==> src/rtl/score_meter_pkg.sv <==
// Shared constants and FSM state type for the score meter.
// Screen placement of the score fields lives here next to the digit-count defaults.
package score_meter_pkg;

  localparam int DIGITS_DEF           = 5;
  localparam int COEFFICIENT_DEF      = 40;
  localparam int SPEED_W_DEF          = 5;
  localparam int ACHIEVE_DIGITS_DEF   = 2;
  localparam int FLASH_DURATION_DEF   = 15;
  localparam int FLASH_ITERATIONS_DEF = 3;

  localparam int GAME_WIDTH = 640;
  localparam int DIGIT_PX   = 20;
  localparam int SCORE_X    = GAME_WIDTH - DIGITS_DEF * DIGIT_PX - 8;
  localparam int HI_X       = SCORE_X - (DIGITS_DEF + 3) * DIGIT_PX;

  typedef enum logic [1:0] {
    ST_IDLE,
    ST_RUN,
    ST_FLASH
  } state_e;

endpackage

==> src/rtl/score_meter_if.sv <==
// Game-side connection of the score meter: frame tick, speed, game events and display outputs.
interface score_meter_if
  import score_meter_pkg::*;
#(
  parameter int DIGITS  = DIGITS_DEF,
  parameter int SPEED_W = SPEED_W_DEF
);
  logic               timer_pulse;
  logic [SPEED_W-1:0] speed;
  logic               clear;
  logic               game_over;
  logic [3:0]         digits    [DIGITS];
  logic [3:0]         hi_digits [DIGITS];
  logic               paint;
  logic               hi_valid;
  logic               new_record;

  modport master (
    output timer_pulse, speed, clear, game_over,
    input  digits, hi_digits, paint, hi_valid, new_record
  );

  modport slave (
    input  timer_pulse, speed, clear, game_over,
    output digits, hi_digits, paint, hi_valid, new_record
  );
endinterface

==> src/rtl/bcd_counter.sv <==
// Saturating multi-digit BCD counter, digit 0 least significant.
// achieve_o flags an increment that carries out of the low ACHIEVE_DIGITS digits.
module bcd_counter
  import score_meter_pkg::*;
#(
  parameter int DIGITS         = DIGITS_DEF,
  parameter int ACHIEVE_DIGITS = ACHIEVE_DIGITS_DEF
) (
  input  logic                   clk,
  input  logic                   rst,
  input  logic                   clear_i,
  input  logic                   inc_i,
  output logic [DIGITS-1:0][3:0] count_o,
  output logic [DIGITS-1:0][3:0] next_o,
  output logic                   achieve_o
);

  logic [DIGITS-1:0][3:0] count_q, count_d;
  logic                   all9;
  logic                   low_all9;

  always_comb begin
    all9     = 1'b1;
    low_all9 = 1'b0;
    next_o   = count_q;
    // all9 holds "every digit below i is 9", i.e. the carry into digit i
    for (int i = 0; i < DIGITS; i++) begin
      if (all9) next_o[i] = (count_q[i] == 4'd9) ? 4'd0 : count_q[i] + 4'd1;
      all9 = all9 & (count_q[i] == 4'd9);
      if (i == ACHIEVE_DIGITS - 1) low_all9 = all9;
    end
    if (all9) next_o = count_q;
    achieve_o = inc_i && !all9 && low_all9;

    count_d = count_q;
    if (clear_i)    count_d = '0;
    else if (inc_i) count_d = next_o;
  end

  always_ff @(posedge clk or posedge rst) begin
    if (rst) count_q <= '0;
    else     count_q <= count_d;
  end

  assign count_o = count_q;

endmodule

==> src/rtl/score_meter.sv <==
// Runner-game score meter: speed accumulator feeding a BCD distance counter,
// achievement flash FSM, and high-score capture on game over.
module score_meter
  import score_meter_pkg::*;
#(
  parameter int DIGITS           = DIGITS_DEF,
  parameter int COEFFICIENT      = COEFFICIENT_DEF,
  parameter int SPEED_W          = SPEED_W_DEF,
  parameter int ACHIEVE_DIGITS   = ACHIEVE_DIGITS_DEF,
  parameter int FLASH_DURATION   = FLASH_DURATION_DEF,
  parameter int FLASH_ITERATIONS = FLASH_ITERATIONS_DEF
) (
  input logic          clk,
  input logic          rst,
  score_meter_if.slave bus
);

  localparam int ACC_W  = $clog2(2 * COEFFICIENT);
  localparam int TMR_W  = $clog2(2 * FLASH_DURATION);
  localparam int ITER_W = $clog2(FLASH_ITERATIONS + 1);

  if ((2 ** SPEED_W) - 1 >= COEFFICIENT) begin : g_bad_speed_w
    $error("score_meter: max speed must be below COEFFICIENT");
  end
  if (ACHIEVE_DIGITS < 1 || ACHIEVE_DIGITS >= DIGITS) begin : g_bad_achieve
    $error("score_meter: ACHIEVE_DIGITS out of range");
  end

  state_e                 state_q, state_d;
  logic [ACC_W-1:0]       acc_q, acc_d, acc_sum;
  logic [TMR_W-1:0]       tmr_q, tmr_d;
  logic [ITER_W-1:0]      iter_q, iter_d;
  logic [DIGITS-1:0][3:0] snap_q, snap_d;
  logic [DIGITS-1:0][3:0] hi_q, hi_d;
  logic                   hi_valid_q, hi_valid_d;
  logic                   new_record_q, new_record_d;

  logic                   tick, wrap, inc, achieve, beats;
  logic [DIGITS-1:0][3:0] count, count_next, shown;

  assign tick    = bus.timer_pulse && (bus.speed != '0) && !bus.clear;
  assign acc_sum = acc_q + ACC_W'(bus.speed);
  assign wrap    = acc_sum >= ACC_W'(COEFFICIENT);
  assign inc     = tick && wrap;

  bcd_counter #(
    .DIGITS        (DIGITS),
    .ACHIEVE_DIGITS(ACHIEVE_DIGITS)
  ) u_counter (
    .clk      (clk),
    .rst      (rst),
    .clear_i  (bus.clear),
    .inc_i    (inc),
    .count_o  (count),
    .next_o   (count_next),
    .achieve_o(achieve)
  );

  always_comb begin
    acc_d = acc_q;
    if (bus.clear) acc_d = '0;
    else if (tick) acc_d = wrap ? acc_sum - ACC_W'(COEFFICIENT) : acc_sum;
  end

  always_comb begin
    state_d = state_q;
    tmr_d   = tmr_q;
    iter_d  = iter_q;
    snap_d  = snap_q;
    if (bus.clear) begin
      state_d = ST_IDLE;
      tmr_d   = '0;
      iter_d  = '0;
      snap_d  = '0;
    end else if (bus.speed == '0) begin
      state_d = ST_IDLE;
      tmr_d   = '0;
      iter_d  = '0;
    end else if (achieve) begin
      state_d = ST_FLASH;
      snap_d  = count_next;
      tmr_d   = '0;
      iter_d  = '0;
    end else begin
      case (state_q)
        ST_IDLE:  state_d = ST_RUN;
        ST_RUN:   state_d = ST_RUN;
        ST_FLASH: begin
          if (bus.timer_pulse) begin
            if (tmr_q == TMR_W'(2 * FLASH_DURATION - 1)) begin
              tmr_d = '0;
              if (iter_q == ITER_W'(FLASH_ITERATIONS - 1)) begin
                state_d = ST_RUN;
                iter_d  = '0;
              end else begin
                iter_d = iter_q + ITER_W'(1);
              end
            end else begin
              tmr_d = tmr_q + TMR_W'(1);
            end
          end
        end
        default:  state_d = ST_IDLE;
      endcase
    end
  end

  // Packed BCD with the most significant digit on top compares like the number itself.
  assign beats = !hi_valid_q || (count > hi_q);

  always_comb begin
    hi_d         = hi_q;
    hi_valid_d   = hi_valid_q;
    new_record_d = new_record_q;
    if (bus.game_over) begin
      if (beats) hi_d = count;
      new_record_d = beats;
      hi_valid_d   = 1'b1;
    end else if (bus.clear) begin
      new_record_d = 1'b0;
    end
  end

  always_ff @(posedge clk or posedge rst) begin
    if (rst) begin
      state_q      <= ST_IDLE;
      acc_q        <= '0;
      tmr_q        <= '0;
      iter_q       <= '0;
      snap_q       <= '0;
      hi_q         <= '0;
      hi_valid_q   <= 1'b0;
      new_record_q <= 1'b0;
    end else begin
      state_q      <= state_d;
      acc_q        <= acc_d;
      tmr_q        <= tmr_d;
      iter_q       <= iter_d;
      snap_q       <= snap_d;
      hi_q         <= hi_d;
      hi_valid_q   <= hi_valid_d;
      new_record_q <= new_record_d;
    end
  end

  assign shown = (state_q == ST_FLASH) ? snap_q : count;

  always_comb begin
    for (int i = 0; i < DIGITS; i++) begin
      bus.digits[i]    = shown[DIGITS-1-i];
      bus.hi_digits[i] = hi_q[DIGITS-1-i];
    end
  end

  assign bus.paint      = (state_q != ST_FLASH) || (tmr_q >= TMR_W'(FLASH_DURATION));
  assign bus.hi_valid   = hi_valid_q;
  assign bus.new_record = new_record_q;

endmodule
==> src/flat_wrapper.sv <==
// flat-port wrapper written by rule: the top's interface ports become plain ports
module score_meter_flat import score_meter_pkg::*;
#(
  parameter int DIGITS           = DIGITS_DEF,
  parameter int COEFFICIENT      = COEFFICIENT_DEF,
  parameter int SPEED_W          = SPEED_W_DEF,
  parameter int ACHIEVE_DIGITS   = ACHIEVE_DIGITS_DEF,
  parameter int FLASH_DURATION   = FLASH_DURATION_DEF,
  parameter int FLASH_ITERATIONS = FLASH_ITERATIONS_DEF
)
  (clk, rst, bus_timer_pulse, bus_speed, bus_clear, bus_game_over, bus_digits, bus_hi_digits, bus_paint, bus_hi_valid, bus_new_record);
  score_meter_if #(.DIGITS(DIGITS), .SPEED_W(SPEED_W)) bus_i ();
  input logic clk;
  input logic rst;
  input wire logic [$bits(bus_i.timer_pulse)-1:0] bus_timer_pulse;
  input wire logic [$bits(bus_i.speed)-1:0] bus_speed;
  input wire logic [$bits(bus_i.clear)-1:0] bus_clear;
  input wire logic [$bits(bus_i.game_over)-1:0] bus_game_over;
  output wire logic [$bits(bus_i.digits)-1:0] bus_digits;
  output wire logic [$bits(bus_i.hi_digits)-1:0] bus_hi_digits;
  output wire logic [$bits(bus_i.paint)-1:0] bus_paint;
  output wire logic [$bits(bus_i.hi_valid)-1:0] bus_hi_valid;
  output wire logic [$bits(bus_i.new_record)-1:0] bus_new_record;
  assign bus_i.timer_pulse = bus_timer_pulse;
  assign bus_i.speed = bus_speed;
  assign bus_i.clear = bus_clear;
  assign bus_i.game_over = bus_game_over;
  assign bus_digits = {>>{bus_i.digits}};
  assign bus_hi_digits = {>>{bus_i.hi_digits}};
  assign bus_paint = bus_i.paint;
  assign bus_hi_valid = bus_i.hi_valid;
  assign bus_new_record = bus_i.new_record;
  score_meter #(.DIGITS(DIGITS), .COEFFICIENT(COEFFICIENT), .SPEED_W(SPEED_W), .ACHIEVE_DIGITS(ACHIEVE_DIGITS), .FLASH_DURATION(FLASH_DURATION), .FLASH_ITERATIONS(FLASH_ITERATIONS)) u_core (.clk(clk), .rst(rst), .bus(bus_i));
endmodule
==> config.mk <==
export PLATFORM = sky130hd
export DESIGN_NAME = score_meter_flat
export DESIGN_NICKNAME = d
export VERILOG_FILES = /design/src/rtl/score_meter_pkg.sv /design/src/rtl/score_meter_if.sv /design/src/rtl/bcd_counter.sv /design/src/rtl/score_meter.sv /design/src/flat_wrapper.sv
export SDC_FILE = /design/constraint.sdc
export NUM_CORES = 1
export LEC_CHECK = 0
export BUFFER_PORTS_ARGS = -buffer_cell sky130_fd_sc_hd__buf_2
export CAP_MARGIN = 20
export CORE_UTILIZATION = 50
export DETAILED_ROUTE_END_ITERATION = 10
export GPL_TIMING_DRIVEN = 0
export HOLD_SLACK_MARGIN = 0.05
export MAX_ROUTING_LAYER = met4
export PLACE_DENSITY_LB_ADDON = 0.3
export SETUP_SLACK_MARGIN = 0.1
export SLEW_MARGIN = 25
export SYNTH_ARGS = -nofsm -noshare
export SYNTH_HDL_FRONTEND = slang
export SYNTH_SLANG_ARGS = --single-unit
==> constraint.sdc <==
create_clock -name clk -period 3.5 [get_ports clk]
set_clock_uncertainty 0.05 [all_clocks]
set_input_delay 0.35 -clock clk [delete_from_list [all_inputs] [get_ports clk]]
set_output_delay 0.35 -clock clk [all_outputs]
set_load 0.01 [all_outputs]
==> results by group, run 1 <==
Die
  • Die width: 100 µm
  • Site Rows: 35
  • Initial cell density of the core: 0.519
  • Core Region: 0.00928 mm²
  • Full die area: 0.0100 mm²
  • Num ports: 53
  • Die height: 100 µm

Synthesis
  • Sequential fraction of the synthesis area: 0.405
  • Mapped Avg Cell Area: 9.72 µm²
  • Post-synth ARST share: 1.00
  • Post-synthesis cell type count: 65
  • Synth Flop Type: dfrtp_1
  • Yosys Warn Count: 0
  • Synth Register Bits: 78
  • Number of flops mapped to enable cells by yosys: 0
  • Post-synthesis cell area: 0.00482 mm²
  • Post-synthesis cell count: 496
  • Syn nets: 536

Critical path
  • Max FO, Critical Path: 10
  • Data arrival, critical path: 3410 ps
  • Reg2Reg Depth: 13
  • CP max stage delay: 410 ps
  • Worst Path Required: 3710 ps
  • Critical path class: flop to flop
  • Worst r2r src: u_core.acc_q[0]
  • Worst Setup End Kind: flop
  • Worst-path cell chain: ha_1, fa_1, nand3_1, and3_2, or2_2, ha_1, inv_1, o21a_1, o21ai_2, buf_4, buf_4, a21oi_1, o31ai_1
  • Crit start category: flop
  • Worst setup path startpoint: u_core.acc_q[0]
  • CP max stage cell: fa_1

GRT
  • First-pass GRT wire length: 19.0 mm
  • Met1 GRT Util: 0.333
  • Largest net degree at the start of global routing: 54
  • Met2 global-route usage: 0.389
  • Antenna violations before repair: 0
  • Total Routing Usage GR: 0.251
  • Vias in the first global route: 3,816
  • Total gr overflow: 0
  • Met3 usage: 0.0460
  • Most Used Layer, Global Route: met2

Min path
  • WHS Path Cells: 2
  • Worst Hold Class: primary input to flop
  • HP Start: bus_game_over

Clock tree
  • Clk_lat worst skew: 360 ps
  • Post_cts resized: 0
  • CTS tree: done
  • CTS clk-pin slew, worst paths: 80 ps
  • Clock buffer depth: 2
  • CTS Buf Count: 9
  • CTS Root Cell: clkbuf_8
  • Clk sink count: 78
  • H-Tree Depth: 3

Place
  • Final GP Congestion: 0.888
  • DP HPWL: 8.33 mm
  • Pre-CTS WS: 134 ps
  • Port Buffers: 51

STA
  • RSZ-0062 raised after global routing: false
  • Slew Limit Fails: 0
  • Final worst-path setup slack: 306 ps
  • Final hold vios: 0
  • Fin crit share: 0.913
  • Max-slew headroom: 0.522
  • Setup TNS: 0 ps
  • Fmax achieved: 0.313 GHz
  • Final setup fails: 0
  • Worst-Margin Slew: 717 ps
  • Crit path time final: 3190 ps

Power
  • Worst vdd rail ir drop: 0.181 mV
  • Leak: 0.00252 µW
  • Total Power: 2200 µW
  • PwrDens: 400 mW/mm²

Final layout
  • Fin nets: 603
  • Antenna fix cells: 0
  • Syn-to-layout area delta: 13.9%
  • Share of cells above drive strength 1: 0.243

Routing
  • DRC errors left: 0
  • Number of DRC markers in iteration 0: 188
  • Vias per cell: 5.76
  • WL per Instance: 16.5 µm
  • First-pass iteration count of the detailed router: 4
  • Final antenna-violating net count: 0
  • Final wirelength: 11.5 mm
  • DR vias: 4,015

Job
  • Max Cap Viol: 0

Outcome
  • Status: complete, no violations
==> worst max-delay path: cells and delay by family (launching register included) <==
family	cells	cell delay, ps
buffers and inverters	3	550
adders and majority gates	3	840
AOI/OAI and AO/OA	4	820
and+or+nand+nor	3	450
DFF	1	390
==> placed cells by master (no fill, tap or decap), types with 5 or more instances in the layout <==
cell,instances
nand3_1,13
o211ai_1,6
a211oi_1,9
clkbuf_1,14
or3_1,5
nor2_1,41
inv_1,30
a211oi_2,6
buf_4,5
nand4_1,9
dfrtp_1,78
mux2i_1,8
clkbuf_8,12
o21ai_0,23
mux2_2,30
ha_1,29
a21oi_1,35
buf_2,55
nand2_1,38
nor3_1,11
or4_1,8
and2_1,11
nor2b_1,10
==> logic make-up after synthesis <==
family | share of synthesized area
and+or+nand+nor | 0.190
AOI/OAI and AO/OA | 0.168
DFF | 0.405
buffers and inverters | 0.0532
muxes | 0.0867
adders and majority gates | 0.0794
xor gates and xnor gates | 0.0179
==> Yosys cell counts, types with 2 or more instances <==
master     instances  area, µm²
buf_4              2       15.0
o21a_1             4       30.0
or2_2              4       25.0
nor2_1            41        154
o21ai_0           23        115
dfrtp_1           78       1950
a311oi_1           2       17.5
a41oi_1            3       26.3
nand4_1            9       56.3
ha_1              29        363
and2_1            11       68.8
buf_2              4       20.0
xor2_1             4       35.0
mux2_2            30        338
nor2b_1           10       62.6
nor3_1            11       55.1
a211oi_1           9       67.6
nand3b_1           2       15.0
o211ai_1           6       45.0
nand3_1           13       65.1
clkbuf_8           3       41.3
inv_1             31        116
clkbuf_1          13       48.8
mux2i_1            8       80.1
nor3b_1            4       30.0
a211oi_2           6       75.1
xnor2_1            4       35.0
o31ai_1            3       22.5
a21oi_1           35        175
and3_1             3       18.8
or3_1              5       31.3
nand4b_1           2       17.5
o21ai_2            2       17.5
nand2_1           38        143
nand4bb_1          3       33.8
or4_1              8       60.1
o311a_1            2       20.0
a21o_1             4       30.0
==> registers in the layout, summed over array words and instances (netlist names) <==
name,cells
u_core.tmr_q,5
u_core.bus.new_record,1
u_core.bus.hi_valid,1
u_core.acc_q,7
u_core.snap_q,20
u_core.iter_q,2
u_core.u_counter.count_o,20
u_core.state_q,2
u_core.bus.hi_digits,20
==> final cells by class <==
class                           count  area (µm²)
Tap cell                          129         161
Inverter                           32         123
Sequential cell                    78        1950
Multi-Input combinational cell    363        2610
Clock buffer                       10         128
Timing Repair Buffer               56         315
Buffer                             23         136
Fill cell                         845        3790
Clock inverter                      6        62.6
==> metrics by stage <==
| stage | utilization | std cells | instance area, µm² | hold WS (ps) |
|---|---|---|---|---|
| floorplan | - | 496 | 4820 | 397 |
| global placement | 0.564 | 676 | 5240 | 406 |
| detailed placement | 0.568 | 677 | 5270 | 306 |
| CTS | 0.589 | 694 | 5470 | 164 |
| global route | 0.592 | 697 | 5490 | 172 |
| finish | 0.592 | 697 | 5490 | 175 |
==> path summary, 6_finish.rpt <==
check,end,slack [ps]
worst min-delay path,u_core.bus.hi_valid,180
worst min register to register,u_core.bus.new_record,430
min in group asynchronous,u_core.snap_q[6],470
max in group asynchronous,u_core.acc_q[6],2350
worst max-delay path,u_core.u_counter.count_o[7],310
worst max register to register,u_core.u_counter.count_o[7],310
==> power breakdown <==
group          internal (µW)  switching (µW)  leakage [µW]
sequential               948            34.2       0.00107
combinational            220             322       0.00137
clock                    327             344     0.0000883
total                   1500             700       0.00252
==> repair_timing <==
| item | in CTS | in global routing |
|---|---|---|
| endpoints found under the setup margin | 0 | 28 |
| setup buffers | 0 | 3 |
| hold buffers | 1 | 0 |
| hold endpoints to repair | 25 | 0 |
==> routing by layer <==
| layer | wire (µm) | share of wire | vias up |
|---|---|---|---|
| met1 | 5250 | 0.46 | 1980 |
| met5 | 0 | 0 | - |
| li1 | - | - | 1916 |
| met2 | 5550 | 0.48 | 105 |
| met3 | 560 | 0.049 | 14 |
| met4 | 172 | 0.015 | 0 |
Power figures use the tool's default switching activity.
==> inputs of run 2 (changes only) <==
--- a/config.mk
+++ b/config.mk
@@ -12,7 +12,7 @@
 export GPL_TIMING_DRIVEN = 0
 export HOLD_SLACK_MARGIN = 0.05
 export MAX_ROUTING_LAYER = met4
-export PLACE_DENSITY_LB_ADDON = 0.3
+export PLACE_DENSITY_LB_ADDON = 0.05
 export SETUP_SLACK_MARGIN = 0.1
 export SLEW_MARGIN = 25
 export SYNTH_ARGS = -nofsm -noshare
==> run 2 against run 1 <==
Compared with the run above: clock power is 11% higher; sequential cell count stayed put; total power is 3.3% higher; die area stayed put; critical endpoint is now u_core.u_counter.count_o[15]; combinational power hardly changed; via count is 2.2% lower; setup slack better by 40 ps; non-clock buffer count is 1 higher; largest power group unchanged.
==> results by group, run 2 (synthesized netlist as in run 1, its figures left out) <==
Outcome
  • Status: complete, no violations (unchanged)

STA
  • Fmax achieved: 0.317 GHz (was 0.313 GHz)
  • Fin crit share: 0.901 (was 0.913)
  • Max-slew headroom: 0.491 (was 0.522)
  • Worst-Margin Slew: 764 ps (was 717 ps)
  • Slew Limit Fails: 0 (unchanged)
  • Crit path time final: 3150 ps (was 3190 ps)
  • Final setup fails: 0 (unchanged)
  • RSZ-0062 raised after global routing: false (unchanged)
  • Setup TNS: 0 ps (unchanged)
  • Final hold vios: 0 (unchanged)
  • Final worst-path setup slack: 345 ps (was 306 ps)

GRT
  • Total Routing Usage GR: 0.255 (was 0.251)
  • Vias in the first global route: 3,817 (was 3,816)
  • Total gr overflow: 0 (unchanged)
  • Largest net degree at the start of global routing: 43 (was 54)
  • Antenna violations before repair: 0 (unchanged)
  • First-pass GRT wire length: 19.2 mm (was 19.0 mm)

Routing
  • Final antenna-violating net count: 0 (unchanged)
  • Final wirelength: 11.5 mm (about the same)
  • DRC errors left: 0 (unchanged)
  • Number of DRC markers in iteration 0: 149 (was 188)
  • DR vias: 3,926 (was 4,015)
  • WL per Instance: 16.5 µm (about the same)
  • First-pass iteration count of the detailed router: 4 (unchanged)
  • Vias per cell: 5.62 (was 5.76)

Critical path
  • Data arrival, critical path: 3360 ps (was 3410 ps)
  • Reg2Reg Depth: 11 (was 13)
  • Max FO, Critical Path: 9 (was 10)
  • Worst r2r src: u_core.acc_q[0] (unchanged)
  • Critical path class: flop to flop (unchanged)
  • End of the worst register-to-register path: u_core.u_counter.count_o[15] (was u_core.u_counter.count_o[7])
  • Worst Setup EP: u_core.u_counter.count_o[15] (was u_core.u_counter.count_o[7])
  • Internal reg-to-reg setup slack: 350 ps (was 310 ps)
  • Worst Path Required: 3700 ps (was 3710 ps)
  • Crit start category: flop (unchanged)
  • Worst setup path startpoint: u_core.acc_q[0] (unchanged)
  • Worst Setup End Kind: flop (unchanged)

Final layout
  • Commonest non-fill, non-tap cell in the layout: dfrtp_1 (unchanged)
  • Util after Layout: 0.595 (was 0.592)
  • Antenna fix cells: 0 (unchanged)
  • Area of the multi-input gates: 0.00262 mm² (was 0.00261 mm²)
  • Share of cells above drive strength 1: 0.244 (was 0.243)
  • Fillers: 852 (was 845)
  • Non-filler instance count after layout: 698 (was 697)
  • Syn-to-layout area delta: 14.5% (was 13.9%)
  • Reg area: 0.00195 mm² (unchanged)
  • Most frequent cells in the layout: dfrtp_1 (78), buf_2 (55), nor2_1 (41), nand2_1 (38), a21oi_1 (35) (unchanged)
  • Fin nets: 604 (was 603)

Clock tree
  • CTS Root Cell: clkbuf_8 (unchanged)
  • CTS clk-pin slew, worst paths: 90 ps (was 80 ps)
  • Clock buffer depth: 2 (unchanged)
  • Clk_lat worst skew: 350 ps (was 360 ps)
  • CTS Buf Count: 9 (unchanged)
  • Clk sink count: 78 (unchanged)
  • H-Tree Depth: 3 (unchanged)
  • CTS tree: done (unchanged)

Power
  • Leak: 0.00255 µW (was 0.00252 µW)
  • Worst vdd rail ir drop: 0.226 mV (was 0.181 mV)
  • PwrDens: 411 mW/mm² (was 400 mW/mm²)
  • Total Power: 2270 µW (was 2200 µW)

Die
  • Initial cell density of the core: 0.519 (unchanged)
  • Num ports: 53 (unchanged)
  • Full die area: 0.0100 mm² (unchanged)
  • Site Rows: 35 (unchanged)
  • Die height: 100 µm (unchanged)
  • Die width: 100 µm (unchanged)
  • Core Region: 0.00928 mm² (unchanged)

Job
  • Max Cap Viol: 0 (unchanged)

Place
  • Port Buffers: 51 (unchanged)
  • Placed cells: 677 (unchanged)
  • DP HPWL: 8.24 mm (was 8.33 mm)
  • Pre-CTS WS: 45.8 ps (was 134 ps)
  • Final GP Congestion: 0.796 (was 0.888)

Min path
  • Worst Hold Class: primary input to flop (unchanged)
-- run 2: cell count changes in the layout (fill, tap and decap cells not counted), sizes merged --
cell      delta
buf          +1
bufinv       +1
clkinv       +1
clkinvlp     -2
-- run 2: worst max-delay path: stages, from the launching register on --
cell and delay [ps]:
dfrtp_1 390, ha_1 210, fa_1 410, nand3_1 120
a21oi_1 100, or2_2 350, ha_1 240, inv_1 100
o21a_1 200, o21ai_4 120, or4_1 530, a41oi_1 230
-- run 2: how the worst min path moves through the flow --
stage,startpoint,to,slack (ps),cells after the start
final,bus_game_over,u_core.bus.hi_valid,160,2
after global routing,bus_game_over,u_core.bus.hi_valid,160,2
after CTS,bus_game_over,u_core.bus.hi_valid,150,2
after detailed placement,rst,u_core.tmr_q[4],390,2
after global placement,u_core.bus.new_record,u_core.bus.new_record,410,2
after floorplan,u_core.snap_q[1],u_core.snap_q[1],400,1
-- run 2: power by group --
part	internal [µW]	leakage, µW	switching [µW]
Clock	401	0.000106	344
Sequential	948	0.00107	34.6
Combinational	220	0.00137	320
-- run 2: through the flow --
stage / hold WS [ps] / cell area [µm²]
floorplan: 397 / 4820
global placement: 406 / 5240
detailed placement: 394 / 5260
CTS: 150 / 5490
global route: 157 / 5520
finish: 164 / 5520
-- run 2: cell type report --
| type | count | share of cell area |
|---|---|---|
| Clock inverter | 6 | 0.0156 |
| Sequential cell | 78 | 0.353 |
| Tap cell | 129 | 0.0292 |
| Buffer | 23 | 0.0247 |
| Multi-Input combinational cell | 363 | 0.475 |
| Timing Repair Buffer | 57 | 0.0571 |
| Clock buffer | 10 | 0.0231 |
| Inverter | 32 | 0.0222 |
-- run 2: metal layers --
metal  up-vias  global-route usage  part of all wire
met5         -                   -                 0
met4         0              0.0836             0.013
met2        80               0.395              0.46
met1      1906               0.348              0.49
li1       1924                   -                 -
met3        16              0.0320             0.033
-- run 2: what timing repair did --
item	in CTS	in global routing
buffers inserted	0	4
resized for setup	0	1
endpoints found under the hold margin	41	0
hold buffers	1	0
setup endpoints to repair	0	33
==> inputs of run 3 (changes only) <==
--- a/config.mk
+++ b/config.mk
@@ -5,6 +5,7 @@
 export SDC_FILE = /design/constraint.sdc
 export NUM_CORES = 1
 export LEC_CHECK = 0
+export ABC_AREA = 1
 export BUFFER_PORTS_ARGS = -buffer_cell sky130_fd_sc_hd__buf_2
 export CAP_MARGIN = 20
 export CORE_UTILIZATION = 50
==> run 3 against run 2 <==
Compared with the run above: final cell count increased by 15%; routed wire length fell by 1.2%; total power increased by 16%; final area decreased by 2.6%; global-route usage up 0.59 points; register-to-register slack gained 360 ps; synthesized area fell by 2.1%; via count rose by 8.8%; core utilization is 1.0 points lower; first-iteration DRC count increased by 72%; critical path type unchanged; largest cell class unchanged.
==> results by group, run 3 <==
Final layout
  • Commonest non-fill, non-tap cell in the layout: nand2_1 (was dfrtp_1)
  • Syn-to-layout area delta: 13.9% (was 14.5%)
  • Design area: 0.00538 mm² (was 0.00552 mm²)
  • Fin nets: 725 (was 604)
  • Antenna fix cells: 0 (unchanged)
  • Share of cells above drive strength 1: 0.154 (was 0.244)
  • Fillers: 865 (was 852)
  • Most frequent cells in the layout: nand2_1 (178), inv_1 (80), dfrtp_1 (78), buf_2 (59), o21ai_0 (56) (was dfrtp_1 (78), buf_2 (55), nor2_1 (41), nand2_1 (38), a21oi_1 (35))

Critical path
  • Max FO, Critical Path: 10 (was 9)
  • CP max stage cell: fa_1 (was or4_1)
  • Crit path top cell by count: nand2_1 (was ha_1)
  • Worst Path Required: 3720 ps (was 3700 ps)
  • Data arrival, critical path: 3010 ps (was 3360 ps)
  • Worst Setup End Kind: flop (unchanged)
  • Worst-path cell chain: ha_1, fa_1, nand2_1, nand2_1, nand3_1, nand2_1, ha_1, nand2_1, nand2_1, nand2_2, nand2_2, inv_1, buf_4, nand4_1, o21ai_0 (was ha_1, fa_1, nand3_1, a21oi_1, or2_2, ha_1, inv_1, o21a_1, o21ai_4, or4_1, a41oi_1)
  • Critical path class: flop to flop (unchanged)
  • Crit start category: flop (unchanged)
  • CP max stage delay: 440 ps (was 530 ps)

STA
  • Fin crit share: 0.798 (was 0.901)
  • Worst-Margin Slew: 663 ps (was 764 ps)
  • Final hold vios: 0 (unchanged)
  • Fmax achieved: 0.358 GHz (was 0.317 GHz)
  • Max-slew headroom: 0.558 (was 0.491)
  • Setup TNS: 0 ps (unchanged)
  • Slew Limit Fails: 0 (unchanged)
  • Crit path time final: 2790 ps (was 3150 ps)
  • Final setup fails: 0 (unchanged)
  • RSZ-0062 raised after global routing: false (unchanged)

Job
  • Max Cap Viol: 0 (unchanged)

Power
  • Worst vdd rail ir drop: 0.304 mV (was 0.226 mV)
  • PwrDens: 491 mW/mm² (was 411 mW/mm²)
  • Total Power: 2640 µW (was 2270 µW)
  • Leak: 0.00282 µW (was 0.00255 µW)

Synthesis
  • Sequential fraction of the synthesis area: 0.413 (was 0.405)
  • Synth Flop Type: dfrtp_1 (unchanged)
  • Post-synthesis cell type count: 39 (was 65)
  • Synth top area cells: dfrtp_1 (41%), nand2_1 (14%), ha_1 (7.7%) (was dfrtp_1 (40%), ha_1 (7.5%), mux2_2 (7.0%))
  • Post-synth ARST share: 1.00 (unchanged)
  • Yosys Warn Count: 0 (unchanged)
  • Top cell type's share of synthesized area: 0.413 (was 0.405)
  • Mapped Avg Cell Area: 7.60 µm² (was 9.72 µm²)
  • Syn nets: 661 (was 536)
  • Post-synthesis cell area: 0.00472 mm² (was 0.00482 mm²)
  • Cell taking the most area after synthesis: dfrtp_1 (unchanged)
  • Top-count cell post-synth: nand2_1 (was dfrtp_1)
  • Post-synthesis cell count: 621 (was 496)
  • Top cells by count, synth: nand2_1 (178), inv_1 (81), dfrtp_1 (78), o21ai_0 (56), nand3_1 (50) (was dfrtp_1 (78), nor2_1 (41), nand2_1 (38), a21oi_1 (35), inv_1 (31))
  • Number of flops mapped to enable cells by yosys: 0 (unchanged)
  • Synth Register Bits: 78 (unchanged)

Routing
  • DRC errors left: 0 (unchanged)
  • First-pass iteration count of the detailed router: 5 (was 4)
  • Number of DRC markers in iteration 0: 256 (was 149)
  • DR vias: 4,272 (was 3,926)
  • Final wirelength: 11.4 mm (was 11.5 mm)
  • Final antenna-violating net count: 0 (unchanged)
  • Vias per cell: 5.34 (was 5.62)
  • WL per Instance: 14.2 µm (was 16.5 µm)

Clock tree
  • Clk sink count: 78 (unchanged)
  • Clk_lat worst skew: 350 ps (about the same)
  • CTS tree: done (unchanged)
  • CTS clk-pin slew, worst paths: 80 ps (was 90 ps)
  • Clock buffer depth: 2 (unchanged)
  • CTS Buf Count: 9 (unchanged)
  • Post_cts resized: 0 (unchanged)
  • CTS Root Cell: clkbuf_8 (unchanged)
  • H-Tree Depth: 3 (unchanged)
  • Hold Buf Count CTS: 1 (unchanged)
  • Setup Buffers After CTS: 0 (unchanged)

Outcome
  • Status: complete, no violations (unchanged)

GRT
  • Total gr overflow: 0 (unchanged)
  • Antenna violations before repair: 0 (unchanged)
  • Largest net degree at the start of global routing: 52 (was 43)
  • Total Routing Usage GR: 0.261 (was 0.255)
  • Vias in the first global route: 4,124 (was 3,817)
  • First-pass GRT wire length: 19.4 mm (was 19.2 mm)

Die
  • Die width: 99.2 µm (was 100 µm)
  • Core Region: 0.00920 mm² (was 0.00928 mm²)
  • Die height: 99.2 µm (was 100 µm)
  • Full die area: 0.00983 mm² (was 0.0100 mm²)
  • Site Rows: 35 (unchanged)
  • Initial cell density of the core: 0.513 (was 0.519)
  • Num ports: 53 (unchanged)

Place
  • Final GP Congestion: 0.881 (was 0.796)
  • Port Buffers: 51 (unchanged)
  • Placed Area: 0.00514 mm² (was 0.00526 mm²)
  • DP HPWL: 8.52 mm (was 8.24 mm)

Min path
  • Worst Hold Class: primary input to flop (unchanged)
run 3: cell count changes after synthesis, moves of 11 or more:
cell     change
o21ai_0     +33
nand3_1     +37
inv_1       +50
and2_1      -11
mux2_2      -30
a21oi_1     -14
nand2_1    +140
run 3: cell families (layout without fill, tap and decap cells):
group,Yosys count,in the layout,share of synthesized area
AND/OR/NAND/NOR,300,300,0.290
buffers and inverters,107,175,0.0904
AO/OA/AOI/OAI,101,101,0.116
flip-flops,78,78,0.413
adder cells (fa/ha/maj),30,30,0.0811
XOR/XNOR,5,5,0.00928
run 3: power breakdown:
part / leakage [µW] / total, µW / internal (µW) / switching [µW]
clock: 0.000109 / 769 / 438 / 331
combinational: 0.00164 / 863 / 277 / 586
sequential: 0.00107 / 1010 / 961 / 49.2
run 3: path summary, 6_finish.rpt:
path	slack, ps	cells past startpoint	start	to
setup / recovery	710	15	u_core.acc_q[0]	u_core.u_counter.count_o[2]
hold / removal	210	2	bus_game_over	u_core.bus.hi_valid
setup reg to reg	710	15	u_core.acc_q[0]	u_core.u_counter.count_o[2]
hold reg to reg	430	2	u_core.snap_q[10]	u_core.snap_q[10]
max in group asynchronous	2350	4	rst	u_core.iter_q[0]
min in group asynchronous	480	3	rst	u_core.bus.hi_digits[2]
run 3: final cells by class:
cell class | instances | area [µm²] | area share
plain buffers | 18 | 92.6 | 0.0172
clock buffers | 12 | 155 | 0.0289
clock inverters | 3 | 67.6 | 0.0126
inverters | 89 | 337 | 0.0626
multi-input cells | 436 | 2340 | 0.436
flip-flops and latches | 78 | 1950 | 0.363
well taps | 111 | 139 | 0.0258
repair buffers | 53 | 293 | 0.0544
run 3: layer usage:
layer	track usage	wire length, µm
met1	0.329	5160
met2	0.423	5470
met3	0.0379	489
met4	0.110	253
met5	-	0
run 3: critical path: cells and delay by family, from the launching register on:
family,cells,cell delay (ps)
AOI/OAI and AO/OA,1,110
adders and majority gates,3,880
buffers and inverters,2,450
DFF,1,390
and+or+nand+nor,9,840
run 3: stage by stage:
step	utilization	worst slack, ps	cells	hold WS [ps]
after floorplan	-	1100	621	392
after global placement	0.556	59.6	783	405
after detailed placement	0.559	599	784	317
after CTS	0.585	686	800	197
after global routing	0.585	526	800	212
final	0.585	706	800	211
